[config.mk]
export PLATFORM = sky130hd
export DESIGN_NAME = bias_fetch_ctrl_flat
export DESIGN_NICKNAME = d
export VERILOG_FILES = /design/src/rtl/bias_fetch_pkg.sv /design/src/rtl/bias_fetch_ctrl_if.sv /design/src/rtl/bias_skid_fifo.sv /design/src/rtl/bias_fetch_ctrl.sv /design/src/flat_wrapper.sv
export SDC_FILE = /design/constraint.sdc
export NUM_CORES = 1
export LEC_CHECK = 0
export ABC_AREA = 1
export CAP_MARGIN = 15
export CORE_UTILIZATION = 57
export CTS_CLUSTER_DIAMETER = 200
export CTS_CLUSTER_SIZE = 40
export DETAILED_ROUTE_END_ITERATION = 10
export GPL_TIMING_DRIVEN = 0
export PLACE_DENSITY = 0.88
export REMOVE_ABC_BUFFERS = 1
export SYNTH_ARGS = -nofsm -noshare
export SYNTH_HDL_FRONTEND = slang
export SYNTH_SLANG_ARGS = --single-unit
[constraint.sdc]
create_clock -name clk -period 7.5 [get_ports clk]
set_clock_uncertainty 0.05 [all_clocks]
set_input_delay 2.25 -clock clk [delete_from_list [all_inputs] [get_ports clk]]
set_output_delay 2.25 -clock clk [all_outputs]
set_load 0.02 [all_outputs]
[src/rtl/bias_fetch_pkg.sv]
// Shared types and constants for the bias fetch sequencer and its skid buffer.
package bias_fetch_pkg;

    typedef enum logic [1:0] {
        IDLE  = 2'd0,
        FETCH = 2'd1,
        DRAIN = 2'd2,
        DONE  = 2'd3
    } state_t;

    localparam int SKID_DEPTH = 2;
    localparam int CNT_W      = $clog2(SKID_DEPTH + 1);
    localparam int PTR_W      = (SKID_DEPTH > 1) ? $clog2(SKID_DEPTH) : 1;

endpackage

[src/rtl/bias_fetch_ctrl_if.sv]
// ROM read port and outgoing bias stream of the bias fetch sequencer.
interface bias_fetch_ctrl_if #(
    parameter int WIDTH  = 32,
    parameter int ADDR_W = 8,
    parameter int CH_W   = 9
);
    logic              rom_read_enable;
    logic [ADDR_W-1:0] rom_addr;
    logic [WIDTH-1:0]  rom_data;
    logic              bias_valid;
    logic              bias_ready;
    logic [WIDTH-1:0]  bias_data;
    logic [CH_W-1:0]   bias_ch;
    logic              bias_last;

    modport master (
        output rom_read_enable,
        output rom_addr,
        input  rom_data,
        output bias_valid,
        input  bias_ready,
        output bias_data,
        output bias_ch,
        output bias_last
    );

    modport slave (
        input  rom_read_enable,
        input  rom_addr,
        output rom_data,
        input  bias_valid,
        output bias_ready,
        input  bias_data,
        input  bias_ch,
        input  bias_last
    );
endinterface

[src/rtl/bias_skid_fifo.sv]
// Two-entry skid FIFO of {data, ch, last}; an empty FIFO passes the pushed
// word straight to its output so ROM data can be consumed in its arrival cycle.
module bias_skid_fifo
    import bias_fetch_pkg::*;
#(
    parameter int WIDTH = 32,
    parameter int CH_W  = 9
) (
    input  logic             clk,
    input  logic             rst_n,
    input  logic             i_flush,
    input  logic             i_push,
    input  logic [WIDTH-1:0] i_push_data,
    input  logic [CH_W-1:0]  i_push_ch,
    input  logic             i_push_last,
    input  logic             i_pop,
    output logic             o_valid,
    output logic [WIDTH-1:0] o_data,
    output logic [CH_W-1:0]  o_ch,
    output logic             o_last,
    output logic [CNT_W-1:0] o_count,
    output logic [CNT_W-1:0] o_count_next
);

    logic [WIDTH-1:0] r_data [SKID_DEPTH];
    logic [CH_W-1:0]  r_ch   [SKID_DEPTH];
    logic             r_last [SKID_DEPTH];
    logic [PTR_W-1:0] r_wr_ptr;
    logic [PTR_W-1:0] r_rd_ptr;
    logic [CNT_W-1:0] r_count;

    logic w_empty;
    logic w_bypass;
    logic w_wr;
    logic w_rd;

    assign w_empty  = (r_count == '0);
    // Push and pop on an empty FIFO: the word goes straight through, nothing stored.
    assign w_bypass = w_empty && i_push && i_pop;
    assign w_wr     = i_push && !w_bypass && !i_flush;
    assign w_rd     = i_pop && !w_empty && !i_flush;

    always_comb begin
        o_count_next = r_count;
        if (i_flush) begin
            o_count_next = '0;
        end else if (w_wr && !w_rd) begin
            o_count_next = r_count + CNT_W'(1);
        end else if (!w_wr && w_rd) begin
            o_count_next = r_count - CNT_W'(1);
        end
    end

    always_ff @(posedge clk or negedge rst_n) begin
        if (!rst_n) begin
            r_wr_ptr <= '0;
            r_rd_ptr <= '0;
            r_count  <= '0;
        end else if (i_flush) begin
            r_wr_ptr <= '0;
            r_rd_ptr <= '0;
            r_count  <= '0;
        end else begin
            if (w_wr) begin
                r_wr_ptr <= r_wr_ptr + PTR_W'(1);
            end
            if (w_rd) begin
                r_rd_ptr <= r_rd_ptr + PTR_W'(1);
            end
            r_count <= o_count_next;
        end
    end

    always_ff @(posedge clk) begin
        if (w_wr) begin
            r_data[r_wr_ptr] <= i_push_data;
            r_ch[r_wr_ptr]   <= i_push_ch;
            r_last[r_wr_ptr] <= i_push_last;
        end
    end

    assign o_valid = !w_empty || i_push;
    assign o_data  = !w_empty ? r_data[r_rd_ptr] : (i_push ? i_push_data : '0);
    assign o_ch    = !w_empty ? r_ch[r_rd_ptr]   : (i_push ? i_push_ch   : '0);
    assign o_last  = !w_empty ? r_last[r_rd_ptr] : (i_push && i_push_last);
    assign o_count = r_count;

endmodule

[src/rtl/bias_fetch_ctrl.sv]
// Streams one layer's bias words from the synchronous bias ROM onto a valid/ready
// stream. Optional range check on start enabled by BIAS_FETCH_ADDR_CHECK_EN.
module bias_fetch_ctrl
    import bias_fetch_pkg::*;
#(
    parameter  int WIDTH  = 32,
    parameter  int DEPTH  = 256,
    parameter  int MAX_CH = 256,
    localparam int ADDR_W = $clog2(DEPTH),
    localparam int CH_W   = $clog2(MAX_CH + 1)
) (
    input  logic              clk,
    input  logic              rst_n,
    input  logic              start,
    input  logic [ADDR_W-1:0] base_addr,
    input  logic [CH_W-1:0]   num_channels,
    input  logic              abort,
    output logic              busy,
    output logic              done,
    output logic              err,
    bias_fetch_ctrl_if.master bus
);

    state_t            r_state;
    state_t            w_state_next;
    logic [ADDR_W-1:0] r_base;
    logic [CH_W-1:0]   r_num;
    logic [CH_W-1:0]   r_issued;
    logic              r_inflight;
    logic [CH_W-1:0]   r_inflight_ch;

    logic                     w_abort;
    logic                     w_pop;
    logic                     w_issue;
    logic                     w_last_issue;
    logic                     w_range_err;
    logic                     w_push_last;
    logic [CNT_W-1:0]         w_count;
    logic [CNT_W-1:0]         w_count_next;
    logic [CNT_W:0]           w_occ;
    logic [ADDR_W+CH_W-1:0]   w_addr_full;

    assign w_abort = abort && ((r_state == FETCH) || (r_state == DRAIN));
    assign w_pop   = bus.bias_valid && bus.bias_ready && !w_abort;

    // Occupancy once this cycle's pop is taken out; the in-flight word lands this cycle.
    assign w_occ = {1'b0, w_count} + {{CNT_W{1'b0}}, r_inflight} - {{CNT_W{1'b0}}, w_pop};

    assign w_issue = (r_state == FETCH) && !w_abort && (r_issued != r_num)
                   && (w_occ < (CNT_W + 1)'(SKID_DEPTH));
    assign w_last_issue = w_issue && ((r_issued + CH_W'(1)) == r_num);

    assign w_addr_full = {{CH_W{1'b0}}, r_base} + {{ADDR_W{1'b0}}, r_issued};
    assign w_push_last = (r_inflight_ch == (r_num - CH_W'(1)));

`ifdef BIAS_FETCH_ADDR_CHECK_EN
    logic [ADDR_W+CH_W:0] w_end;
    logic                 r_err;

    assign w_end = {{(CH_W + 1){1'b0}}, base_addr} + {{(ADDR_W + 1){1'b0}}, num_channels};
    assign w_range_err = (w_end > (ADDR_W + CH_W + 1)'(DEPTH))
                      || (num_channels > CH_W'(MAX_CH));

    always_ff @(posedge clk or negedge rst_n) begin
        if (!rst_n) begin
            r_err <= 1'b0;
        end else begin
            r_err <= (r_state == IDLE) && start && w_range_err;
        end
    end

    assign err = r_err;
`else
    assign w_range_err = 1'b0;
    assign err         = 1'b0;
`endif

    always_comb begin
        w_state_next = r_state;
        case (r_state)
            IDLE: begin
                if (start) begin
                    if (w_range_err || (num_channels == '0)) begin
                        w_state_next = DONE;
                    end else begin
                        w_state_next = FETCH;
                    end
                end
            end
            FETCH: begin
                if (w_abort) begin
                    w_state_next = DONE;
                end else if (w_last_issue) begin
                    w_state_next = DRAIN;
                end
            end
            DRAIN: begin
                // Finish as soon as the final beat leaves, not a cycle later.
                if (w_abort || (w_count_next == '0)) begin
                    w_state_next = DONE;
                end
            end
            DONE: begin
                w_state_next = IDLE;
            end
            default: begin
                w_state_next = IDLE;
            end
        endcase
    end

    always_ff @(posedge clk or negedge rst_n) begin
        if (!rst_n) begin
            r_state       <= IDLE;
            r_base        <= '0;
            r_num         <= '0;
            r_issued      <= '0;
            r_inflight    <= 1'b0;
            r_inflight_ch <= '0;
        end else begin
            r_state    <= w_state_next;
            r_inflight <= w_issue;
            if ((r_state == IDLE) && start) begin
                r_base   <= base_addr;
                r_num    <= num_channels;
                r_issued <= '0;
            end else if (w_issue) begin
                r_issued <= r_issued + CH_W'(1);
            end
            if (w_issue) begin
                r_inflight_ch <= r_issued;
            end
        end
    end

    bias_skid_fifo #(
        .WIDTH (WIDTH),
        .CH_W  (CH_W)
    ) u_skid (
        .clk          (clk),
        .rst_n        (rst_n),
        .i_flush      (w_abort),
        .i_push       (r_inflight),
        .i_push_data  (bus.rom_data),
        .i_push_ch    (r_inflight_ch),
        .i_push_last  (w_push_last),
        .i_pop        (w_pop),
        .o_valid      (bus.bias_valid),
        .o_data       (bus.bias_data),
        .o_ch         (bus.bias_ch),
        .o_last       (bus.bias_last),
        .o_count      (w_count),
        .o_count_next (w_count_next)
    );

    assign busy                = (r_state != IDLE);
    assign done                = (r_state == DONE);
    assign bus.rom_read_enable = w_issue;
    assign bus.rom_addr        = w_issue ? w_addr_full[ADDR_W-1:0] : '0;

endmodule

[src/flat_wrapper.sv]
// flat-port wrapper written by rule: the top's interface ports become plain ports
module bias_fetch_ctrl_flat import bias_fetch_pkg::*;
#(
    parameter  int WIDTH  = 32,
    parameter  int DEPTH  = 256,
    parameter  int MAX_CH = 256,
    localparam int ADDR_W = $clog2(DEPTH),
    localparam int CH_W   = $clog2(MAX_CH + 1)
)
  (clk, rst_n, start, base_addr, num_channels, abort, busy, done, err, bus_rom_read_enable, bus_rom_addr, bus_rom_data, bus_bias_valid, bus_bias_ready, bus_bias_data, bus_bias_ch, bus_bias_last);
  bias_fetch_ctrl_if #(.WIDTH(WIDTH), .ADDR_W((8)), .CH_W((9))) bus_i ();
  input  logic clk;
  input  logic rst_n;
  input  logic start;
  input  logic [ADDR_W-1:0] base_addr;
  input  logic [CH_W-1:0] num_channels;
  input  logic abort;
  output logic busy;
  output logic done;
  output logic err;
  output wire logic [$bits(bus_i.rom_read_enable)-1:0] bus_rom_read_enable;
  output wire logic [$bits(bus_i.rom_addr)-1:0] bus_rom_addr;
  input wire logic [$bits(bus_i.rom_data)-1:0] bus_rom_data;
  output wire logic [$bits(bus_i.bias_valid)-1:0] bus_bias_valid;
  input wire logic [$bits(bus_i.bias_ready)-1:0] bus_bias_ready;
  output wire logic [$bits(bus_i.bias_data)-1:0] bus_bias_data;
  output wire logic [$bits(bus_i.bias_ch)-1:0] bus_bias_ch;
  output wire logic [$bits(bus_i.bias_last)-1:0] bus_bias_last;
  assign bus_rom_read_enable = bus_i.rom_read_enable;
  assign bus_rom_addr = bus_i.rom_addr;
  assign bus_i.rom_data = bus_rom_data;
  assign bus_bias_valid = bus_i.bias_valid;
  assign bus_i.bias_ready = bus_bias_ready;
  assign bus_bias_data = bus_i.bias_data;
  assign bus_bias_ch = bus_i.bias_ch;
  assign bus_bias_last = bus_i.bias_last;
  bias_fetch_ctrl #(.WIDTH(WIDTH), .DEPTH(DEPTH), .MAX_CH(MAX_CH)) u_core (.clk(clk), .rst_n(rst_n), .start(start), .base_addr(base_addr), .num_channels(num_channels), .abort(abort), .busy(busy), .done(done), .err(err), .bus(bus_i));
endmodule
==> impl_metrics.env, run 1 <==
export IMPL_status="completed"
export IMPL_finalCritPeriodShare_pct=98.11
export IMPL_pwr_share_seq_pct=31.0
export IMPL_dpl_hpwl_um=10370
export IMPL_cp_data_arrival_time_ps=5060
export IMPL_max_vdd_ir_drop_mv=0.2198
export IMPL_overflow=0
export IMPL_grt_first_pass_wirelength_um=26520
export IMPL_grt_busiest_layer="met2"
export IMPL_synth_top_area_share_pct=40.56
export IMPL_crit_required_ps=5200
export IMPL_path_class="primary input to output port"
export IMPL_htree_levels=4
export IMPL_avgSynthCellArea_um2=9.145
export IMPL_clockRootBuffer="clkbuf_8"
export IMPL_path_delay_family="buffers and inverters"
export IMPL_switching_share_pct=40.53
export IMPL_first_global_vias=5609
export IMPL_path_buf_inv=3
export IMPL_r2r_slack_ps=4120
export IMPL_drv_cap=0
export IMPL_nets=862
export IMPL_clkLatencyLatePin_ps=530
export IMPL_syn_to_final_growth_pct=31.07
export IMPL_multiInputGateArea_um2=2344
export IMPL_synth_warnings=0
export IMPL_drv_slew=0
export IMPL_setup_ws_ps=141.4
export IMPL_timing_slew_headroom_pct=39.82
export IMPL_cts_sinks=126
export IMPL_grtUsageMet1_pct=33.79
export IMPL_diodes=0
export IMPL_power_frac_comb_pct=44.6
export IMPL_regArea_um2=3573
export IMPL_vias=5467
export IMPL_io_pins=109
export IMPL_synth_area_um2=6218
export IMPL_stdcell_count=940
export IMPL_via_per_inst=5.816
export IMPL_clkPwrFrac_pct=24.4
export IMPL_synth_xor_area_share_pct=2.394
export IMPL_critical_path_max_fanout=9
export IMPL_coreArea_um2=10460
export IMPL_first_pass_iters=5
export IMPL_p_leak_nw=3.338
export IMPL_ys_types=37
export IMPL_p_sw_mw=1.388
export IMPL_synth_edf_count=84
export IMPL_routed_wl_um=16750
export IMPL_start_util_pct=59.44
export IMPL_cp_cell_sequence="clkdlybuf4s50_1 -> nand2_2 -> nand2_1 -> nand2_1 -> nand2_1 -> nand2_1 -> fa_1 -> nand2_1 -> nor2_4 -> nand2_4 -> buf_4 -> nor2_1 -> clkdlybuf4s50_1"
export IMPL_min_to="u_core.r_base[0]"
export IMPL_synthSimpleGateAreaFrac_pct=19.40
export IMPL_synth_compound_area_share_pct=11.63
export IMPL_numCtsBuffers=17
export IMPL_antenna_found_initial=0
export IMPL_crit_slowest_cell="clkdlybuf4s50_1"
export IMPL_drt_wirelength_per_cell_um=17.82
export IMPL_track_usage_pct=30.66
export IMPL_internal_power_mw=2.036
export IMPL_cts_tree="done"
export IMPL_ys_flop_type="edfxtp_1"
export IMPL_worst_pin_slew_ps=902.7
export IMPL_ys_seq_area_share_pct=57.46
export IMPL_rr_startpoint="u_core.u_skid.o_count[1]"
export IMPL_start_kind="primary input"
export IMPL_postRouteAntennaNets=0
export IMPL_synth_fa_ha_area_share_pct=3.662
export IMPL_dp_cells=904
export IMPL_holdCritStartpoint="u_core.r_base[0]"
export IMPL_drive_above_1_share_pct=7.338
export IMPL_yosys_register_bits=126
export IMPL_die_w_um=106.5
export IMPL_place_congestion=0.8834
export IMPL_fp_dieH_um=106.5
export IMPL_synth_top_area_cell="edfxtp_1"
export IMPL_finalSetupViolations=0
export IMPL_die_area_um2=11330
export IMPL_dp_worst_setup_slack_ps=-345.8
export IMPL_finalHoldViolCount=0
export IMPL_synth_area_top_cells="edfxtp_1 (41%), dfrtp_1 (17%), nand2_1 (11%), o21ai_0 (7.2%), nor2_1 (4.5%)"
export IMPL_dr_first_iter_drc_count=474
export IMPL_synth_mux_area_share_pct=0
export IMPL_hp_class="flip-flop to flip-flop"
export IMPL_reg2regPathDepth=13
export IMPL_yosys_top_cells_count="nand2_1 (174), o21ai_0 (90), edfxtp_1 (84), nor2_1 (74), inv_1 (57)"
export IMPL_max_freq_mhz=135.9
export IMPL_cts_hold_buf=0
export IMPL_cpMostUsedCell="nand2_1"
export IMPL_fin_crit_ps=7359
export IMPL_route_detailed_drc=0
export IMPL_grt_max_degree=44
export IMPL_synth_async_reset_ratio_pct=33.33
export IMPL_nFillCells=623
export IMPL_power_mw=3.423
export IMPL_yosysMostFrequentCell="nand2_1"
export IMPL_grtUsageMet3_pct=7.174
export IMPL_worst_path_largest_cell_delay_ps=610
export IMPL_synth_top_family_by_area="simple AND/OR/NAND/NOR gates"
export IMPL_end_kind="output port"
export IMPL_hold_depth=2
export IMPL_clk_pin_slew_worst_paths_ps=60
export IMPL_placement_io_buffers=107
export IMPL_fin_util_pct=77.90
export IMPL_rows=37
export IMPL_r2r_end="u_core.r_issued[2]"
export IMPL_p_per_area_nw_per_um2=420.0
export IMPL_postSynthCellCount=680
export IMPL_clk_path_buf_depth=2
export IMPL_groute_layer_met2_usage_pct=55.98
[placed cells by master, fill, tap and decap left out, types with 6 or more instances in the layout]
| master | netlist | layout |
|---|---|---|
| nand3_1 | 25 | 25 |
| xnor2_1 | 7 | 7 |
| o22ai_1 | 14 | 14 |
| dfrtp_1 | 42 | 42 |
| clkdlybuf4s50_1 | 0 | 102 |
| nand2_1 | 174 | 174 |
| ha_1 | 15 | 15 |
| clkbuf_16 | 0 | 16 |
| inv_1 | 57 | 57 |
| o21ai_1 | 18 | 18 |
| xor2_1 | 10 | 10 |
| o21ai_0 | 90 | 90 |
| edfxtp_1 | 84 | 84 |
| nand4_1 | 6 | 6 |
| nor2_1 | 74 | 71 |
[flip-flops by register name (all words and copies together) (netlist names)]
register / count
u_core.u_skid.r_data: 64
u_core.u_skid.r_ch: 18
u_core.r_inflight_ch: 9
u_core.r_issued: 9
u_core.r_num: 9
u_core.r_base: 8
u_core.r_state: 2
u_core.u_skid.o_count: 2
u_core.u_skid.r_last: 2
u_core.r_inflight: 1
u_core.u_skid.r_rd_ptr: 1
u_core.u_skid.r_wr_ptr: 1
[metal layers]
layer / vias up / wire length, um
met1: 2598 / 6351
met2: 299 / 8732
li1: 2514 / -
met5: - / 0
met3: 56 / 1148
met4: 0 / 520
[worst min-delay path: cells and delay by family (launching register included)]
family | cells | cell delay [ps]
flops | 1 | 350
simple gates | 2 | 120
[worst max-delay path by stage]
stage | start | endpoint | cells after the start
2_1_floorplan | abort | bus_rom_addr[3] | 11
3_3_place_gp | abort | bus_rom_addr[3] | 14
3_5_place_dp | abort | bus_rom_addr[6] | 14
4_1_cts | abort | bus_rom_addr[5] | 14
5_1_grt | abort | bus_rom_addr[0] | 13
6_report | abort | bus_rom_addr[0] | 13
[power groups by stage]
stage / logic [mW] / registers (mW) / clock network [mW]
final: 1.53 / 1.06 / 0.835
after global routing: 1.67 / 1.07 / 0.869
after CTS: 1.52 / 1.05 / 0.837
after detailed placement: 1.47 / 1.06 / 0
after global placement: 1.36 / 1.06 / 0
after floorplan: 0.860 / 1.03 / 0
[logic make-up after synthesis]
group,after synthesis
other,1
and+or+nand+nor,296
adders and majority gates,17
buffers and inverters,87
DFF,126
xor gates and xnor gates,17
AOI/OAI and AO/OA,136
[area by class of cell]
cell class                 count  share of cell area (%)
multi-input combinational    468                   28.75
clock buffer                  18                   5.127
timing repair buffer         115                   15.03
inverter                      63                   2.932
tap                          136                   2.088
sequential                   126                   43.84
clock inverter                14                   2.226
[metrics by stage]
step	hold slack (ps)	area (um2)	TNS, ps
6_report	442.4	8150	0
5_1_grt	473.9	8150	-3.221
4_1_cts	443.9	8143	0
3_5_place_dp	427.0	7508	-1255
3_3_place_gp	418.3	7361	-815.7
2_1_floorplan	402.8	6120	0
[what timing repair did]
item / CTS / global route
gates cloned: 1 / 0
buffers inserted: 3 / 0
gates resized for setup: 6 / 2
setup endpoints to repair: 7 / 4
endpoints found under the hold margin: 0 / 0
pin swaps: 1 / 0
No activity file was read; power rests on OpenSTA's default activity.
==> inputs of run 2 (changes only) <==
Settings changed: CORE_UTILIZATION 57 to 53, PLACE_DENSITY 0.88 to 0.83.
Clock period 7.5 ns to 7.05 ns, I/O delays scaled along.
==> impl_metrics.env, run 2 (synthesis results as in run 1) <==
export IMPL_drv_slew=0
export IMPL_drt_wirelength_per_cell_um=16.01
export IMPL_via_per_inst=5.525
export IMPL_p_per_area_nw_per_um2=442.1
export IMPL_r2r_end="u_core.r_issued[2]"
export IMPL_path_buf_inv=3
export IMPL_fp_dieH_um=110.3
export IMPL_track_usage_pct=26.03
export IMPL_vias=5216
export IMPL_setup_tns_ps=0
export IMPL_nets=859
export IMPL_rr_startpoint="u_core.u_skid.o_count[1]"
export IMPL_rsz0062_at_grt="false"
export IMPL_finalCritPeriodShare_pct=97.57
export IMPL_timing_hold_ws_ps=442.9
export IMPL_cts_sinks=126
export IMPL_worst_pin_slew_ps=785.7
export IMPL_hp_class="flip-flop to flip-flop"
export IMPL_finalSetupViolations=0
export IMPL_routed_wl_um=15110
export IMPL_p_sw_mw=1.421
export IMPL_postRouteAntennaNets=0
export IMPL_clk_path_buf_depth=2
export IMPL_p_leak_nw=3.384
export IMPL_min_to="u_core.u_skid.r_ch[0][0]"
export IMPL_place_congestion=0.8684
export IMPL_power_frac_comb_pct=43.9
export IMPL_status="completed"
export IMPL_largest_reg_flops=64
export IMPL_start_kind="primary input"
export IMPL_clkPwrFrac_pct=25.2
export IMPL_antenna_found_initial=0
export IMPL_r2r_slack_ps=3790
export IMPL_cpMostUsedCell="nand2_1"
export IMPL_cts_setup_buffers=0
export IMPL_die_area_um2=12170
export IMPL_holdCritStartpoint="u_core.r_inflight_ch[0]"
export IMPL_htree_levels=4
export IMPL_path_class="primary input to output port"
export IMPL_hold_depth=0
export IMPL_switching_share_pct=39.58
export IMPL_dpl_hpwl_um=9886
export IMPL_clkLatencyLatePin_ps=410
export IMPL_io_pins=109
export IMPL_internal_power_mw=2.169
export IMPL_largestRegisters="u_core.u_skid.r_data: 64 flops, u_core.u_skid.r_ch: 18 flops"
export IMPL_dr_first_iter_drc_count=334
export IMPL_grt_max_degree=44
export IMPL_end_kind="output port"
export IMPL_layout_commonest_cell="nand2_1"
export IMPL_path_delay_family="simple AND/OR/NAND/NOR gates"
export IMPL_syn_to_final_growth_pct=30.60
export IMPL_numCtsBuffers=17
export IMPL_grt_first_pass_wirelength_um=23690
export IMPL_die_w_um=110.3
export IMPL_pwr_share_seq_pct=30.9
export IMPL_layout_common_cells="nand2_1 (174), clkdlybuf4s50_1 (97), o21ai_0 (90), edfxtp_1 (84), nor2_1 (71)"
export IMPL_cts_tree="done"
export IMPL_first_pass_iters=5
export IMPL_overflow=0
export IMPL_crit_slowest_cell="clkdlybuf4s50_1"
export IMPL_start_util_pct=54.46
export IMPL_drv_cap=0
export IMPL_cp_data_arrival_time_ps=4710
export IMPL_route_detailed_drc=0
export IMPL_clk_pin_slew_worst_paths_ps=50
export IMPL_reg2regPathDepth=13
export IMPL_rows=39
export IMPL_drive_above_1_share_pct=7.366
export IMPL_first_global_vias=5070
export IMPL_coreArea_um2=11420
export IMPL_max_vdd_ir_drop_mv=0.2829
export IMPL_fin_crit_ps=6879
export IMPL_diodes=0
export IMPL_fin_util_pct=71.13
export IMPL_top_register="u_core.u_skid.r_data"
export IMPL_worst_path_largest_cell_delay_ps=520
export IMPL_max_freq_mhz=145.4
export IMPL_clockRootBuffer="clkbuf_16"
export IMPL_finalHoldViolCount=0
export IMPL_critical_path_max_fanout=13
export IMPL_crit_required_ps=4890
export IMPL_cp_cell_sequence="clkdlybuf4s50_1 -> nand2_2 -> nand2_1 -> nand2_1 -> nand2_1 -> nand2_1 -> fa_1 -> nand2_1 -> nor2_4 -> nand2_4 -> inv_4 -> nand2_1 -> nor2_1 -> dlygate4sd2_1"
export IMPL_placement_io_buffers=107
export IMPL_timing_slew_headroom_pct=47.49
==> run 2: cell count changes in the layout (fill, tap and decap cells not counted), moves of 2 or more <==
cell             previous run  this run
clkdlybuf4s50_1           102        97
dlymetal6s2s_1              1         5
buf_12                      0         3
buf_16                      5         2
buf_4                       3         0
clkbuf_2                    0         3
clkinv_4                    4         2
dlygate4sd2_1               3         1
==> run 2: worst register-to-register path, stage by stage, from the launching register on <==
cell and delay (ps):
dfrtp_1 400, inv_1 80, ha_1 250, inv_2 500, nand4_1 240, nand2_1 110
nand2_1 80, fa_1 500, nand2_1 90, nor2_4 190, nand2_4 170, inv_4 180
nand2_2 150, o22ai_1 180
==> run 2: timing repair <==
action / CTS / global route
resized for setup: 8 / 11
hold buffers: 0 / 0
cloned: 1 / 0
pin swaps: 1 / 0
setup endpoints to repair: 9 / 8
==> run 2: worst max path at each step <==
stage | start | end | cells past startpoint
global route | abort | bus_rom_addr[5] | 14
global placement | abort | bus_rom_addr[3] | 14
floorplan | abort | bus_rom_addr[3] | 11
detailed placement | abort | bus_rom_addr[3] | 14
CTS | abort | bus_rom_addr[2] | 12
finish | abort | bus_rom_addr[5] | 14
==> run 2: power groups by stage <==
| stage | logic, mW | registers [mW] | clock network, mW |
|---|---|---|---|
| CTS | 1.58 | 1.11 | 0.911 |
| global route | 1.74 | 1.13 | 0.945 |
| floorplan | 0.915 | 1.09 | 0 |
| detailed placement | 1.55 | 1.12 | 0 |
| global placement | 1.45 | 1.13 | 0 |
| finish | 1.57 | 1.11 | 0.905 |
==> run 2: area by class of cell <==
| class | count | area (um2) |
|---|---|---|
| Timing Repair Buffer | 112 | 1177 |
| Sequential cell | 126 | 3573 |
| Multi-Input combinational cell | 468 | 2344 |
| Clock inverter | 14 | 180.2 |
| Tap cell | 143 | 178.9 |
| Clock buffer | 18 | 429.2 |
| Fill cell | 837 | 3297 |
| Inverter | 63 | 239.0 |
==> run 2: per-layer routing <==
layer	routed length (um)	GRT usage, %	up-vias
met5	0	0	-
met4	193	8.741	0
met3	939	7.055	14
met2	7665	45.25	167
met1	6315	31.18	2527
li1	-	-	2508
==> run 2: per-stage QoR <==
step	instances	instance area, um2	worst slack (ps)	power (mW)
after CTS	944	8120	8.737	3.602
after floorplan	656	6120	785.1	2.008
final	944	8122	171.4	3.590
after global routing	944	8122	3.621	3.815
after detailed placement	911	7495	-481.5	2.674
after global placement	906	7370	-446.1	2.584
==> inputs of run 3 (changes only) <==
Settings changed: CORE_UTILIZATION 53 to 60, DONT_BUFFER_PORTS set to 1, PLACE_DENSITY 0.83 to 0.79.
==> impl_metrics.env, run 3 (synthesis results as in run 1) <==
export IMPL_crit_slowest_cell="fa_1"
export IMPL_diodes=0
export IMPL_drv_slew=0
export IMPL_finalSetupViolations=0
export IMPL_path_delay_family="simple AND/OR/NAND/NOR gates"
export IMPL_path_class="primary input to output port"
export IMPL_finalCritPeriodShare_pct=96.72
export IMPL_htree_levels=4
export IMPL_overflow=0
export IMPL_grt_max_degree=44
export IMPL_io_pins=109
export IMPL_internal_power_mw=1.880
export IMPL_largest_reg_flops=64
export IMPL_worst_pin_slew_ps=802.6
export IMPL_power_frac_comb_pct=37.2
export IMPL_first_pass_iters=5
export IMPL_layout_common_cells="nand2_1 (174), o21ai_0 (90), edfxtp_1 (84), nor2_1 (72), inv_1 (57)"
export IMPL_switching_share_pct=41.07
export IMPL_coreArea_um2=9910
export IMPL_max_freq_mhz=146.6
export IMPL_nets=750
export IMPL_fin_crit_ps=6819
export IMPL_numCtsBuffers=17
export IMPL_cts_sinks=126
export IMPL_cts_hold_buf=0
export IMPL_max_vdd_ir_drop_mv=0.1944
export IMPL_clockRootBuffer="clkbuf_8"
export IMPL_worst_path_largest_cell_delay_ps=490
export IMPL_top_register="u_core.u_skid.r_data"
export IMPL_setup_tns_ps=0
export IMPL_cpMostUsedCell="nand2_1"
export IMPL_p_leak_nw=2.861
export IMPL_clk_pin_slew_worst_paths_ps=60
export IMPL_hp_class="flip-flop to flip-flop"
export IMPL_dr_first_iter_drc_count=497
export IMPL_first_global_vias=4591
export IMPL_cts_setup_buffers=0
export IMPL_die_w_um=103.8
export IMPL_pwr_share_seq_pct=35.0
export IMPL_vias=4669
export IMPL_route_detailed_drc=0
export IMPL_start_kind="primary input"
export IMPL_largestRegisters="u_core.u_skid.r_data: 64 flops, u_core.u_skid.r_ch: 18 flops"
export IMPL_placement_io_buffers=0
export IMPL_crit_required_ps=4890
export IMPL_track_usage_pct=26.71
export IMPL_clkLatencyLatePin_ps=520
export IMPL_clkPwrFrac_pct=27.8
export IMPL_cp_cell_sequence="nand2_2 -> nand4_1 -> nand2_1 -> nand2_1 -> fa_1 -> nand2_1 -> nor2_1 -> nand2_2 -> inv_2 -> o21ai_0 -> a21oi_1"
export IMPL_rsz0062_at_grt="false"
export IMPL_clk_path_buf_depth=2
export IMPL_antenna_found_initial=0
export IMPL_place_congestion=0.8407
export IMPL_finalHoldViolCount=0
export IMPL_crit_cells=11
export IMPL_via_per_inst=5.659
export IMPL_cts_resized_gates=0
export IMPL_drt_wirelength_per_cell_um=16.38
export IMPL_drive_above_1_share_pct=7.225
export IMPL_timing_slew_headroom_pct=45.93
export IMPL_layout_commonest_cell="nand2_1"
export IMPL_syn_to_final_growth_pct=12.64
export IMPL_status="completed"
export IMPL_drv_cap=0
export IMPL_hold_depth=2
export IMPL_cts_tree="done"
export IMPL_stdcell_count=825
export IMPL_postRouteAntennaNets=0
export IMPL_routed_wl_um=13510
export IMPL_dp_cells=793
export IMPL_dpl_hpwl_um=8970
export IMPL_p_sw_mw=1.310
export IMPL_cp_data_arrival_time_ps=4650
export IMPL_rows=36
export IMPL_die_area_um2=10780
export IMPL_end_kind="output port"
export IMPL_reg2regPathDepth=13
export IMPL_p_per_area_nw_per_um2=455.5
export IMPL_nFillCells=738
export IMPL_grt_first_pass_wirelength_um=22580
export IMPL_start_util_pct=62.75
export IMPL_path_buf_inv=1
export IMPL_fp_dieH_um=103.8
export IMPL_critical_path_max_fanout=25
[run 3: cell count changes in the layout (fill, tap and decap cells not counted), moves of 2 or more]
| cell | before | now |
|---|---|---|
| clkdlybuf4s50_1 | 97 | 0 |
| clkbuf_2 | 3 | 0 |
| clkinv_1 | 1 | 3 |
| inv_6 | 6 | 2 |
| dlymetal6s2s_1 | 5 | 0 |
[run 3: layout make-up]
type / count / area, um2 / area share (%)
Tap cell: 133 / 166.4 / 2.376
Timing Repair Buffer: 4 / 95.09 / 1.358
Clock inverter: 14 / 190.2 / 2.715
Inverter: 63 / 236.5 / 3.376
Multi-Input combinational cell: 467 / 2325 / 33.19
Clock buffer: 18 / 417.9 / 5.966
Sequential cell: 126 / 3573 / 51.02
[run 3: worst reg2reg max path: stages, from the launching register on]
cell	delay, ps
dfrtp_1	420
inv_1	80
ha_1	250
inv_2	500
nand4_1	270
nand2_1	140
nand2_1	90
fa_1	490
nand2_1	60
nor2_1	170
nand2_2	340
inv_2	390
nand2_2	200
o22ai_1	190
[run 3: layer usage]
metal	part of all wire (%)	GRT usage, %
met5	0	0
met4	1.4	10.10
met3	6.1	6.042
met2	51	45.86
met1	42	32.92
[run 3: worst paths after layout]
| check | start | end | slack (ps) |
|---|---|---|---|
| max in group asynchronous | rst_n | u_core.r_inflight_ch[8] | 5610 |
| max reg2reg | u_core.u_skid.o_count[1] | u_core.r_issued[6] | 3330 |
| min in group asynchronous | rst_n | u_core.r_state[0] | 1240 |
| min | u_core.r_base[6] | u_core.r_base[6] | 430 |
| max | abort | bus_rom_addr[7] | 230 |
| min reg2reg | u_core.r_base[6] | u_core.r_base[6] | 430 |
[run 3: power groups by stage]
stage,clock network (mW),registers (mW),logic (mW)
after floorplan,0,1.09,0.915
after global placement,0,1.13,1.09
after detailed placement,0,1.13,1.18
after CTS,0.897,1.11,1.19
after global routing,0.925,1.14,1.33
final,0.887,1.12,1.19
[run 3: metrics by stage]
step	utilization, %	setup slack (ps)	hold WS [ps]	cell area, um2	power (mW)
after detailed placement	64.55	277.1	420.2	6396	2.307
after CTS	70.68	219.6	436.4	7004	3.204
after global routing	70.68	5.136	452.3	7004	3.396
final	70.68	230.9	432.5	7004	3.191
after floorplan	-	785.1	402.8	6120	2.008
after global placement	63.43	359.5	417.1	6286	2.225
